===== config.mk =====
export PLATFORM = sky130hd
export DESIGN_NAME = video_capture
export DESIGN_NICKNAME = d
export VERILOG_FILES = /design/src/rtl/video_capture.sv
export SDC_FILE = /design/constraint.sdc
export NUM_CORES = 1
export LEC_CHECK = 0
export BUFFER_PORTS_ARGS = -buffer_cell sky130_fd_sc_hd__buf_2
export CAP_MARGIN = 25
export CORE_MARGIN = 4
export CORE_UTILIZATION = 40
export DETAILED_ROUTE_END_ITERATION = 12
export SYNTH_ARGS = -nofsm -noshare
export SYNTH_HDL_FRONTEND = slang
export SYNTH_SLANG_ARGS = --single-unit

===== constraint.sdc =====
create_clock -name clk -period 14.8 [get_ports clk]
set_input_delay 1.48 -clock clk [delete_from_list [all_inputs] [get_ports clk]]
set_output_delay 1.48 -clock clk [all_outputs]
set_load 0.05 [all_outputs]

===== src/rtl/video_capture.sv =====
// Raster capture: measures hs/vs/de timing and streams whole frames as {sof,eol,rgb} through a FWFT FIFO.
// Latency: a pixel is pushed on the next ce_pix and is visible on out_valid 1 clk after the push.
// Backpressure: out_ready stalls the FIFO head; a push into a full FIFO with no pop is dropped and sets overflow.

module sync_fifo #(
    parameter int DW = 8,
    parameter int AW = 4
) (
    input  logic          clk,
    input  logic          reset,
    input  logic          push_vld,
    input  logic [DW-1:0] push_dat,
    output logic          drop,
    output logic          pop_vld,
    input  logic          pop_rdy,
    output logic [DW-1:0] pop_dat
);
    localparam int DEPTH = 1 << AW;

    logic [DW-1:0] mem [DEPTH];
    logic [AW-1:0] wr_ptr;
    logic [AW-1:0] rd_ptr;
    logic [AW:0]   count;
    logic          full;
    logic          do_pop;
    logic          do_push;

    // A pop in the same clk frees the slot, so a push on a full FIFO still lands.
    assign pop_vld = (count != '0);
    assign full    = (count == (AW+1)'(DEPTH));
    assign do_pop  = pop_vld && pop_rdy;
    assign do_push = push_vld && (!full || do_pop);
    assign drop    = push_vld && full && !do_pop;
    assign pop_dat = pop_vld ? mem[rd_ptr] : '0;

    always_ff @(posedge clk or posedge reset) begin
        if (reset) begin
            wr_ptr <= '0;
            rd_ptr <= '0;
            count  <= '0;
        end else begin
            if (do_push) wr_ptr <= wr_ptr + AW'(1);
            if (do_pop)  rd_ptr <= rd_ptr + AW'(1);
            count <= count + (AW+1)'(do_push) - (AW+1)'(do_pop);
        end
    end

    always_ff @(posedge clk) begin
        if (do_push) mem[wr_ptr] <= push_dat;
    end
endmodule

module video_capture #(
    parameter int   FIFO_AW = 4,
    parameter logic HS_POL  = 1'b0,
    parameter logic VS_POL  = 1'b0,
    parameter int   CNT_W   = 12
) (
    input  logic             clk,
    input  logic             reset,
    input  logic             ce_pix,
    input  logic             hs,
    input  logic             vs,
    input  logic             de,
    input  logic [7:0]       r,
    input  logic [7:0]       g,
    input  logic [7:0]       b,
    input  logic             enable,
    input  logic             clr_ovf,
    output logic [23:0]      out_data,
    output logic             out_sof,
    output logic             out_eol,
    output logic             out_valid,
    input  logic             out_ready,
    output logic [CNT_W-1:0] h_active,
    output logic [CNT_W-1:0] h_total,
    output logic [CNT_W-1:0] v_active,
    output logic [CNT_W-1:0] v_total,
    output logic             timing_ok,
    output logic             capturing,
    output logic             overflow
);
    typedef enum logic [1:0] {ST_IDLE, ST_ARMED, ST_CAPTURE} state_t;
    typedef struct packed {
        logic        sof;
        logic        eol;
        logic [23:0] rgb;
    } pix_t;

    state_t           state, state_nxt;
    logic             hs_q, vs_q, de_q;
    logic             hs_lead, vs_lead, de_rise, de_fall;
    logic [CNT_W-1:0] h_cnt, de_cnt, v_cnt, va_cnt;
    logic [CNT_W-1:0] ht_nxt, ha_nxt, ht_prev, ha_prev;
    logic             take, flush;
    logic [23:0]      hold_rgb;
    logic             hold_vld, hold_sof, sof_pend;
    pix_t             push_dat, head;
    logic             push_vld, fifo_drop;

    function automatic logic [CNT_W-1:0] sat_inc(input logic [CNT_W-1:0] v);
        return (&v) ? v : v + CNT_W'(1);
    endfunction

    assign hs_lead = ce_pix && (hs == HS_POL) && (hs_q != HS_POL);
    assign vs_lead = ce_pix && (vs == VS_POL) && (vs_q != VS_POL);
    assign de_rise = ce_pix && de && !de_q;
    assign de_fall = ce_pix && !de && de_q;
    assign ht_nxt  = hs_lead ? h_cnt : h_total;
    assign ha_nxt  = de_fall ? de_cnt : h_active;

    always_ff @(posedge clk or posedge reset) begin
        if (reset) begin
            hs_q <= 1'b0;
            vs_q <= 1'b0;
            de_q <= 1'b0;
        end else if (ce_pix) begin
            hs_q <= hs;
            vs_q <= vs;
            de_q <= de;
        end
    end

    // Timing counters; the frame snapshot is compared against the previous one on vs_lead.
    always_ff @(posedge clk or posedge reset) begin
        if (reset) begin
            h_cnt     <= '0;
            de_cnt    <= '0;
            v_cnt     <= '0;
            va_cnt    <= '0;
            h_total   <= '0;
            h_active  <= '0;
            v_total   <= '0;
            v_active  <= '0;
            ht_prev   <= '0;
            ha_prev   <= '0;
            timing_ok <= 1'b0;
        end else begin
            if (ce_pix)      h_cnt  <= hs_lead ? CNT_W'(1) : sat_inc(h_cnt);
            if (hs_lead)     h_total <= h_cnt;
            if (ce_pix && de) de_cnt <= de_q ? sat_inc(de_cnt) : CNT_W'(1);
            if (de_fall)     h_active <= de_cnt;
            if (vs_lead) begin
                v_cnt     <= hs_lead ? CNT_W'(1) : '0;
                va_cnt    <= de_rise ? CNT_W'(1) : '0;
                v_total   <= v_cnt;
                v_active  <= va_cnt;
                ht_prev   <= ht_nxt;
                ha_prev   <= ha_nxt;
                timing_ok <= (ht_nxt == ht_prev) && (ha_nxt == ha_prev) &&
                             (v_cnt == v_total) && (va_cnt == v_active) &&
                             (ht_nxt != '0) && (v_cnt != '0);
            end else begin
                if (hs_lead) v_cnt  <= sat_inc(v_cnt);
                if (de_rise) va_cnt <= sat_inc(va_cnt);
            end
        end
    end

    always_ff @(posedge clk or posedge reset) begin
        if (reset) state <= ST_IDLE;
        else       state <= state_nxt;
    end

    // Arming is immediate; entering and leaving CAPTURE only happens at frame boundaries.
    always_comb begin
        state_nxt = state;
        unique case (state)
            ST_IDLE:    if (enable) state_nxt = ST_ARMED;
            ST_ARMED:   if (vs_lead) state_nxt = enable ? ST_CAPTURE : ST_IDLE;
            ST_CAPTURE: if (vs_lead && !enable) state_nxt = ST_IDLE;
            default:    state_nxt = ST_IDLE;
        endcase
    end

    assign capturing = (state == ST_CAPTURE);

    // One-pixel hold lets the last pixel of a line be tagged eol once de drops.
    assign take     = ce_pix && de && (state == ST_CAPTURE);
    assign flush    = ce_pix && !de && hold_vld;
    assign push_vld = (take && hold_vld) || flush;
    assign push_dat = {hold_sof, flush, hold_rgb};

    always_ff @(posedge clk or posedge reset) begin
        if (reset) begin
            hold_rgb <= '0;
            hold_vld <= 1'b0;
            hold_sof <= 1'b0;
            sof_pend <= 1'b0;
            overflow <= 1'b0;
        end else begin
            if (vs_lead && state_nxt == ST_CAPTURE) sof_pend <= 1'b1;
            else if (take)                          sof_pend <= 1'b0;
            if (take) begin
                hold_rgb <= {r, g, b};
                hold_vld <= 1'b1;
                hold_sof <= sof_pend;
            end else if (flush) begin
                hold_vld <= 1'b0;
            end
            if (fifo_drop)    overflow <= 1'b1;
            else if (clr_ovf) overflow <= 1'b0;
        end
    end

    sync_fifo #(.DW($bits(pix_t)), .AW(FIFO_AW)) u_fifo (
        .clk      (clk),
        .reset    (reset),
        .push_vld (push_vld),
        .push_dat (push_dat),
        .drop     (fifo_drop),
        .pop_vld  (out_valid),
        .pop_rdy  (out_ready),
        .pop_dat  (head)
    );

    assign out_data = head.rgb;
    assign out_sof  = head.sof;
    assign out_eol  = head.eol;
endmodule


## Word level (Yosys, flattened, before mapping)

Memories as Yosys holds them, arrays and structs flattened.
Index checks and enable logic that the tools add are counted.

- Bits in writable memories: 416
- Input bits: 33
- Flip-flop bits (word level): 167
- Output and inout bits: 78
- Memories kept: 1

- Equality and inequality tests: 12
- Bitwise gates (word level): 2
- Add/sub/neg operators: 8
- Reductions and logical operators: 46
- Muxes and demuxes: 28

Memory list:

| name | words | width | rd ports | clocked after memory_dff | wr ports | RTL line | text |
|---|---|---|---|---|---|---|---|
| u_fifo.mem | 16 | 26 | 1 | 0 | 1 | 20 | `logic [DW-1:0] mem [DEPTH];` |

Operators with widths:

| kind | count |
|---|---|
| 12-bit two-way mux | 12 |
| 12-bit by 1-bit adder with 12-bit output (second input constant) | 4 |
| 12-bit == test | 4 |
| 12-bit AND reduction | 4 |
| 26-bit two-way mux | 1 |
| 12-bit nonzero test | 2 |
| 1-bit logical AND | 22 |
| 1-bit two-way mux | 10 |
| 2-bit nonzero test | 5 |
| 4-bit by 1-bit adder with 4-bit output (second input constant) | 2 |
| 2-bit two-way mux | 4 |
| 2-bit inequality test (second input constant) | 4 |
| 2-bit AND reduction | 4 |
| 2-bit case mux with 3 select lines | 1 |
| 5-bit by 1-bit adder with 5-bit output | 1 |
| 5-bit == test (second input constant) | 1 |
| 1-bit zero test | 5 |
| 5-bit nonzero test | 1 |
| 5-bit by 1-bit subtractor with 5-bit output | 1 |
| 2-bit == test (second input constant) | 2 |
| 2-bit by 1-bit == test with 1-bit output (second input constant) | 1 |
| 2-bit zero test | 1 |
| 1-bit logical OR | 2 |
| 1-bit NOT | 2 |

## Longest topological paths before layout

Gate-level depths: netlist of the first run.

- Depth after elaboration: 10
- Gate-level depth with buffers: 14
- Mapped depth without buffers: 13

## By module

Synthesis of the first run repeated with hierarchy kept, for this count alone.

- Cell total of the unflattened synthesis: 1493
- Area total of the unflattened synthesis: 23727.8 um^2

Modules (own cells, without submodules):

| module | sequential area each (um^2) | cells each | area an instance (um^2) | instances |
|---|---|---|---|---|
| sync_fifo | 12817.3 | 817 | 16677.2 | 1 |
| video_capture | 3853.7 | 676 | 7050.5 | 1 |

## Worst setup path after synthesis of the first run

No wires, ideal clock.

- Kind: in2reg
- Start: in ce_pix
- End: mem u_fifo.mem[3][0] (netlist name), enable pin
- Arrival time: 4370 ps
- Setup slack: 9988 ps
- Cell stages on the path: 8
- Setup time: 442 ps
- Path through: buf_4 nand4b_1 clkbuf_1 o21ai_0 nand2_1 nor2_2 nand2_1 nor3_1

- Word-level cells in the longest chain between the ends: 7
- Elaborated cells between the ends (all ways): 9
- Classes of those cells: mux (2); reduce/logical (7)

Ends and longest elaborated chain:

| what | RTL line | text |
|---|---|---|
| from (decl) | 61 | `input logic ce_pix,` |
| 1-bit logical AND (2 in a row) | 179 | `assign take = ce_pix && de && (state == ST_CAPTURE);` |
| 1-bit logical AND | 181 | `assign push_vld = (take && hold_vld) \|\| flush;` |
| 1-bit logical OR * | 181 |  |
| 1-bit logical AND * | 32 | `assign do_push = push_vld && (!full \|\| do_pop);` |
| 1-bit two-way mux * | 49 | `if (do_push) mem[wr_ptr] <= push_dat;` |
| 1-bit two-way mux (not written as such) * | 49 |  |
| to (decl) | 20 |  |

Every way passes the cells marked *; elsewhere a longest branch is shown, timed or not.

## Worst setup path after layout of the first run

- Start: reg u_fifo.rd_ptr[0]
- End: out out_sof

- Word-level cells in the longest chain between the ends: 2

Ends and longest elaborated chain:

| what | RTL line | text |
|---|---|---|
| from (decl) | 22 | `logic [AW-1:0] rd_ptr;` |
| from (signal assigned) | 43 | `if (do_pop) rd_ptr <= rd_ptr + AW'(1);` |
| memory 16 x 26 bit | - |  |
| 26-bit two-way mux | 34 | `assign pop_dat = pop_vld ? mem[rd_ptr] : '0;` |
| to (decl) | 71 | `output logic out_sof,` |

Every way passes these cells.

==> results by group, run 1 <==
Timing
  • Max-slew violations: 0
  • Final setup skew: between 0.03 and 0.04 ns
  • Max frequency: ~190 MHz
  • Tmin final: 5.24 ns
  • Setup TNS: 0 ns
  • Max_slew headroom: around two fifths
  • Final setup vio count: 0
  • Fin. Hold Viols: 0
  • Unrepaired setup endpoints after global routing: false
  • Hold slack: roughly 0.50 ns
  • Tightest Pin Transition: 0.907 ns
  • Fin crit share: a little over a third

Cells and area
  • Commonest non-fill, non-tap cell in the layout: edfxtp_1
  • Commonest cells after routing, fill and taps aside: edfxtp_1, dfrtp_1, nand2_1, mux4_2, buf_2
  • Layout cells sized above 1: 26.7%
  • Nets: 1,601
  • Post-Layout Cell Count: approximately 2,400
  • Area grow syn2layout: 15.8%
  • Design area: roughly 28,000 um2
  • Fill cells: 5,021

Clock tree
  • CTS sink cnt: approximately 600
  • Clk Latency, worst-skew pair: between 0.6 and 0.7 ns
  • Number of buffers created by CTS: 60
  • Post-CTS Hold Fix Bufs: 0
  • Root Buffer: clkbuf_16
  • CTS tree: built
  • # H-tree levels: 2
  • Clk buf depth: 3
  • Post-CTS Setup Bufs: 0
  • Post-cts resize count: 0
  • Worst-path clk slew: around 0.060 ns

Place
  • Placed Area: 25,500 um2
  • Inst Count DP: between 2,000 and 2,500
  • Post-DP HPWL: between 30,000 and 40,000 um
  • RePlAce Congestion: 0.767
  • Port Buf Inserts: 110

Synthesis
  • Syn_nets: 1,466
  • Yosys reg bits: 583
  • Synth Instances: approximately 1,400
  • Primary FF master, synth: edfxtp_1
  • Syn Std Cell Area: 23,900 um2
  • Warning count from the yosys run: 0
  • Post-synth EDFFs: roughly 420
  • Synth unique cells: 65
  • Mean Syn Cell Area: ~17 um2
  • Sequential share of the synthesized area: a little over two thirds
  • Share of flip-flops with an asynchronous set or reset: roughly 29%

Global route
  • GRT Residual Overflow: 0
  • First-pass GRT wire length: around 80,000 um
  • Initial antenna violation count: 3
  • Maximum number of pins on one net before global-route repair: roughly 100
  • Total GRT Usage: between 10% and 20%
  • Vias in the first global route: ~13,000

Worst setup path
  • Crit end category: output port
  • CP Class: register to output port
  • Crit Path Max Fanout: 43
  • CP startpoint kind: register
  • Required time of the critical path: 13.32 ns
  • Arrival @ worst endpoint: roughly 3.8 ns

Floorplan
  • Die span in y: roughly 250 um
  • Die Area: around 64,000 um2
  • FP Rows: 89
  • Die width: approximately 250 um
  • Core area: 59,000 um2
  • Starting Density: 40.4%
  • # IOs: 111

Worst hold path
  • Hold Crit Class: register to register

Run
  • Max_cap viols: 0

Power
  • Comb power frac: 26.8%
  • Seq pwr share: 42.4%
  • Clock network power share: a little over 30%
  • Maximum vdd ir drop: about 170 uV
  • Leakage: ~11 nW
  • Psw: roughly 1.6 mW
  • Int Pwr: 3.44 mW
  • Cell Pwr Density: roughly 180 nW/um2
  • Sw frac: 31.4%

Detailed routing
  • Final wirelength: between 50,000 and 60,000 um
  • Residual DRC: 0
  • Final ANT Viol Nets: 0
  • Drt first pass iters: 5
  • Via count: between 10,000 and 15,000
  • Wire per inst: about 22 um
  • First DRT Iteration DRCs: just over 700
  • DR vias/cell: 5.29

Status
  • Status: completed
-- synthesized netlist by cell type (all sizes together), types with 4 or more instances --
master  instances  share of area [%]
edfxtp        416                 52
dfrtp         167                 18
nand2         139                2.2
mux4          130                 12
nor2           68                1.1
inv            50               0.79
xor2           46                1.7
clkbuf         39               0.61
o21ai          39               0.82
nor2b          37               0.97
xnor2          33                1.2
mux2           32                1.5
buf            31               0.81
mux2i          21               0.88
nand3          17               0.38
ha             16               0.84
nand4          15               0.39
nor3           13               0.27
a21oi          12               0.25
nor4           12               0.31
and3           10               0.26
and4            5               0.19
nand3b          5               0.17
o31ai           5               0.18
or3             5               0.13
a31oi           4               0.10
nand2b          4               0.10
-- through the flow --
stage | utilization [%] | worst slack, ns | power [mW]
after floorplan | - | 8.80 | 3.18
after global placement | 43.0 | 9.53 | 3.49
after detailed placement | 43.2 | 10.07 | 3.54
after CTS | 46.7 | 9.41 | 5.08
after global routing | 46.8 | 9.25 | 5.26
final | 46.8 | 9.56 | 5.01
-- power by group through the flow --
stage	combinational [mW]	clock (mW)	sequential, mW
2_1_floorplan	1.07	0	2.11
3_3_place_gp	1.30	0	2.19
3_5_place_dp	1.37	0	2.16
4_1_cts	1.37	1.58	2.13
5_1_grt	1.44	1.66	2.15
6_report	1.34	1.54	2.13
-- metal layers --
layer	vias up	GRT usage [%]	wire, um
met5	-	0	13
met4	2	2.93	720
met3	60	3.43	2680
met2	243	27.3	25900
met1	6597	23.0	22800
li1	5667	-	-
-- cell families after synthesis --
| kind of cell | synth area share (%) |
|---|---|
| flip-flops | 69.9 |
| multiplexers | 14.7 |
| adder cells (fa/ha/maj) | 0.923 |
| XOR/XNOR | 2.90 |
| AO/OA/AOI/OAI | 2.54 |
| buffers and inverters | 2.21 |
| AND/OR/NAND/NOR | 6.88 |
-- area by class of cell --
cell class | instances | area [um2] | share of cell area, %
antenna | 2 | 5.00 | 0.0181
clock buffer | 88 | 1760 | 6.37
clock inverter | 22 | 305 | 1.11
inverter | 50 | 195 | 0.707
multi-input combinational | 713 | 6780 | 24.6
sequential | 583 | 16700 | 60.4
tap | 773 | 967 | 3.50
timing repair buffer | 143 | 921 | 3.33
-- worst max-delay path, stage by stage, from the launching register on --
cell     delay (ns)
dfrtp_4        0.57
buf_16         0.35
buf_4          0.48
buf_16         0.31
mux4_2         0.53
mux4_2         0.45
nor2b_1        0.19
buf_2          0.25
-- sequential cells by signal, indices dropped and copies added, names as in the netlist, 2 cells and up --
name / flops
u_fifo.mem: 416
hold_rgb: 24
de_cnt: 12
h_active: 12
h_cnt: 12
h_total: 12
ha_prev: 12
ht_prev: 12
v_active: 12
v_cnt: 12
v_total: 12
va_cnt: 12
u_fifo.count: 5
u_fifo.rd_ptr: 4
u_fifo.wr_ptr: 4
state: 2
-- final timing paths --
check	startpoint	slack, ns	cells past startpoint	end
setup / recovery	u_fifo.rd_ptr[0]	9.56	7	out_sof
hold / removal	overflow	0.50	1	overflow
setup reg to reg	state[0]	11.74	8	u_fifo.mem[9][22]
hold reg to reg	overflow	0.50	1	overflow
max in group asynchronous	reset	12.33	3	h_cnt[4]
min in group asynchronous	reset	1.00	2	hold_rgb[6]
No activity file was read; power rests on OpenSTA's default activity.
==> run 2: changes to the inputs <==
--- a/config.mk
+++ b/config.mk
@@ -5,6 +5,7 @@
 export SDC_FILE = /design/constraint.sdc
 export NUM_CORES = 1
 export LEC_CHECK = 0
+export ABC_AREA = 1
 export BUFFER_PORTS_ARGS = -buffer_cell sky130_fd_sc_hd__buf_2
 export CAP_MARGIN = 25
 export CORE_MARGIN = 4
==> constraint.sdc (replaced) <==
create_clock -name clk -period 4.9 [get_ports clk]
set_input_delay 0.49 -clock clk [delete_from_list [all_inputs] [get_ports clk]]
set_output_delay 0.49 -clock clk [all_outputs]
set_load 0.05 [all_outputs]
==> results by group, run 2 <==
Status
  • Status: completed (unchanged)

Timing
  • Final setup vio count: 0 (unchanged)
  • Fin. Hold Viols: 0 (unchanged)
  • Unrepaired setup endpoints after global routing: false (unchanged)
  • Final setup skew: 0.0282 ns (was 0.0345 ns)
  • Tmin final: about 4 ns
  • Max-slew violations: 0 (unchanged)
  • Setup TNS: 0 ns (unchanged)
  • Max frequency: around 250 MHz
  • Max_slew headroom: 32.9% (was 39.6%)
  • Tightest Pin Transition: 1.01 ns (was 0.907 ns)
  • Fin crit share: around four fifths

Synthesis
  • Leading area contributor after synthesis: edfxtp_1 (unchanged)
  • Share of flip-flops with an asynchronous set or reset: 28.6% (unchanged)
  • Synth top area share: 50.5% (was 52.4%)
  • Primary FF master, synth: edfxtp_1 (unchanged)
  • Synth cell count leaders: edfxtp_1, nand2_1, nor2_1 (was edfxtp_1, dfrtp_1, nand2_1)
  • Most numerous cell in the Yosys netlist: edfxtp_1 (unchanged)
  • Top cells by area, synth: edfxtp_1, dfrtp_1, o21ai_0 (was edfxtp_1, dfrtp_1, mux4_2)
  • Warning count from the yosys run: 0 (unchanged)
  • Syn_nets: 2,324 (was 1,466)
  • Synth Instances: 2,274 (was 1,416)
  • Post-synth EDFFs: 416 (unchanged)
  • Syn Std Cell Area: 24,700 um2 (was 23,900 um2)
  • Synth unique cells: 43 (was 65)
  • Yosys reg bits: 583 (unchanged)
  • Sequential share of the synthesized area: 67.4% (was 69.9%)
  • Mean Syn Cell Area: 10.9 um2 (was 16.8 um2)

Cells and area
  • Nets: 2,417 (was 1,601)
  • Max reg flops: 416 (unchanged)
  • Final Util: 46.6% (was 46.8%)
  • Layout cells sized above 1: 12.4% (was 26.7%)
  • Commonest cells after routing, fill and taps aside: edfxtp_1, nand2_1, o21ai_0, nor2_1, dfrtp_1 (was edfxtp_1, dfrtp_1, nand2_1, mux4_2, buf_2)
  • Commonest non-fill, non-tap cell in the layout: edfxtp_1 (unchanged)
  • Area taken by multi-input logic gates: 7040 um2 (was 6780 um2)
  • Biggest regs: u_fifo.mem x416, hold_rgb x24 (unchanged)
  • Fill cells: 5,569 (was 5,021)
  • Area grow syn2layout: 14.7% (was 15.8%)
  • Largest reg by FF count: u_fifo.mem (unchanged)
  • Reg area: 16,700 um2 (about the same)

Clock tree
  • Root Buffer: clkbuf_16 (unchanged)
  • CTS sink cnt: 583 (unchanged)
  • Post-cts resize count: 0 (unchanged)
  • Worst-path clk slew: 0.07 ns (was 0.06 ns)
  • Number of buffers created by CTS: 59 (was 60)
  • CTS tree: built (unchanged)
  • Post-CTS Setup Bufs: 0 (unchanged)
  • Clk Latency, worst-skew pair: 0.63 ns (about the same)
  • Clk buf depth: 3 (unchanged)
  • Post-CTS Hold Fix Bufs: 0 (unchanged)
  • # H-tree levels: 2 (unchanged)

Global route
  • First-pass GRT wire length: 100,000 um (was 80,200 um)
  • Initial antenna violation count: 8 (was 3)
  • Maximum number of pins on one net before global-route repair: 211 (was 102)
  • Vias in the first global route: 16,900 (was 13,000)
  • GRT Residual Overflow: 0 (unchanged)
  • Total GRT Usage: 19.3% (was 16.4%)

Detailed routing
  • First DRT Iteration DRCs: 1,713 (was 723)
  • Final ANT Viol Nets: 0 (unchanged)
  • Drt first pass iters: 5 (unchanged)
  • Final wirelength: 65,300 um (was 52,100 um)
  • Residual DRC: 0 (unchanged)
  • Via count: 17,400 (was 12,600)
  • Wire per inst: 20.4 um (was 21.9 um)
  • DR vias/cell: 5.44 (was 5.29)

Power
  • Comb power frac: 31.7% (was 26.8%)
  • Cell Pwr Density: 607 nW/um2 (was 181 nW/um2)
  • Leakage: 10.8 nW (was 10.6 nW)
  • Int Pwr: 10.5 mW (was 3.44 mW)
  • Seq pwr share: 40.4% (was 42.4%)
  • Maximum vdd ir drop: 416 uV (was 174 uV)
  • Sw frac: 39.2% (was 31.4%)
  • Psw: 6.75 mW (was 1.57 mW)
  • Clock network power share: 27.9% (was 30.7%)

Floorplan
  • # IOs: 111 (unchanged)
  • Starting Density: 40.7% (was 40.4%)
  • Die span in y: 257 um (was 252 um)
  • FP Rows: 90 (was 89)
  • Die width: 257 um (was 252 um)
  • Core area: 60,800 um2 (was 59,000 um2)
  • Die Area: 65,900 um2 (was 63,600 um2)

Worst setup path
  • Crit Path Max Fanout: 134 (was 43)
  • Slowest-stage cell, CP: inv_6 (was dfrtp_4)
  • CP startpoint kind: register (unchanged)
  • Required time of the critical path: 4.41 ns (was 13.32 ns)
  • CP startpoint: u_fifo.rd_ptr[0] (unchanged)
  • WP buf/inv: 3 (was 4)
  • Crit end category: output port (unchanged)
  • CP Class: register to output port (unchanged)
  • CP top delay family: buffers and inverters (unchanged)
  • Crit path largest cell delay: 0.67 ns (was 0.57 ns)
  • Startpoint of the worst-slack reg-to-reg timing path: u_fifo.count[2] (was state[0])
  • Crit-path cells: inv_6 -> buf_4 -> o21ai_0 -> o221ai_1 -> nand3_1 -> a21oi_1 -> buf_2 (was buf_16 -> buf_4 -> buf_16 -> mux4_2 -> mux4_2 -> nor2b_1 -> buf_2)
  • Arrival @ worst endpoint: 3.51 ns (was 3.76 ns)

Run
  • Max_cap viols: 0 (unchanged)

Worst hold path
  • Hold_sp: g[7] (was overflow)
  • Hold Crit Class: primary input to register (was register to register)

Place
  • Port Buf Inserts: 110 (unchanged)
  • RePlAce Congestion: 0.830 (was 0.767)
  • Post-DP HPWL: 38,900 um (was 30,600 um)
run 2: per-stage QoR:
stage | instance area, um2 | setup WS (ns) | hold WS (ns) | total power, mW | cells
2_1_floorplan | 24700 | 1.64 | 0.441 | 10.6 | 2274
3_3_place_gp | 26100 | 1.57 | 0.463 | 12.4 | 3082
3_5_place_dp | 26200 | 1.61 | 0.467 | 12.4 | 3085
4_1_cts | 28300 | 0.925 | 0.0369 | 17.2 | 3195
5_1_grt | 28300 | 0.773 | 0.0540 | 18.1 | 3198
6_report | 28400 | 0.896 | 0.0678 | 17.2 | 3203
run 2: final timing paths:
path | slack (ns) | cells after the start | end
min in group asynchronous | 0.09 | 3 | overflow
setup reg to reg | 2.16 | 15 | u_fifo.count[4]
hold / removal | 0.07 | 3 | hold_rgb[15]
hold reg to reg | 0.48 | 1 | state[1]
setup / recovery | 0.90 | 7 | out_sof
max in group asynchronous | 4.01 | 3 | u_fifo.rd_ptr[0]
run 2: area by class of cell:
cell class	count	area share [%]
Tap cell	782	3.45
Multi-Input combinational cell	1410	24.8
Timing Repair Buffer	147	3.35
Clock buffer	73	5.57
Inverter	166	2.23
Sequential cell	583	58.8
Clock inverter	37	1.74
Antenna cell	5	0.0441
run 2: cells by family after synthesis:
family                     after synthesis  share of synthesized area (%)
and+or+nand+nor                        876                           14.5
DFF                                    583                           67.4
AOI/OAI and AO/OA                      489                           11.6
buffers and inverters                  281                           4.62
xor gates and xnor gates                28                          0.992
adders and majority gates               17                          0.891
run 2: power groups by stage:
stage               Combinational (mW)  Clock (mW)  Sequential (mW)
finish                            5.45        4.81             6.96
global route                      5.95        5.10             7.05
CTS                               5.41        4.88             6.95
detailed placement                5.40           0             7.05
global placement                  5.34           0             7.03
floorplan                         3.67           0             6.92
run 2: tightest hold or removal path, stage by stage:
cell and delay (ns):
buf_2 0.08, nand2_1 0.04, nand2_1 0.04
run 2: routing by layer:
layer  track usage, %  vias up  routed length (um)
met4             5.29        8                1590
met2             30.9      647               30300
met3             3.69      112                5150
met5                0        -                  67
li1                 -     8140                   -
met1             27.1     8506               28200
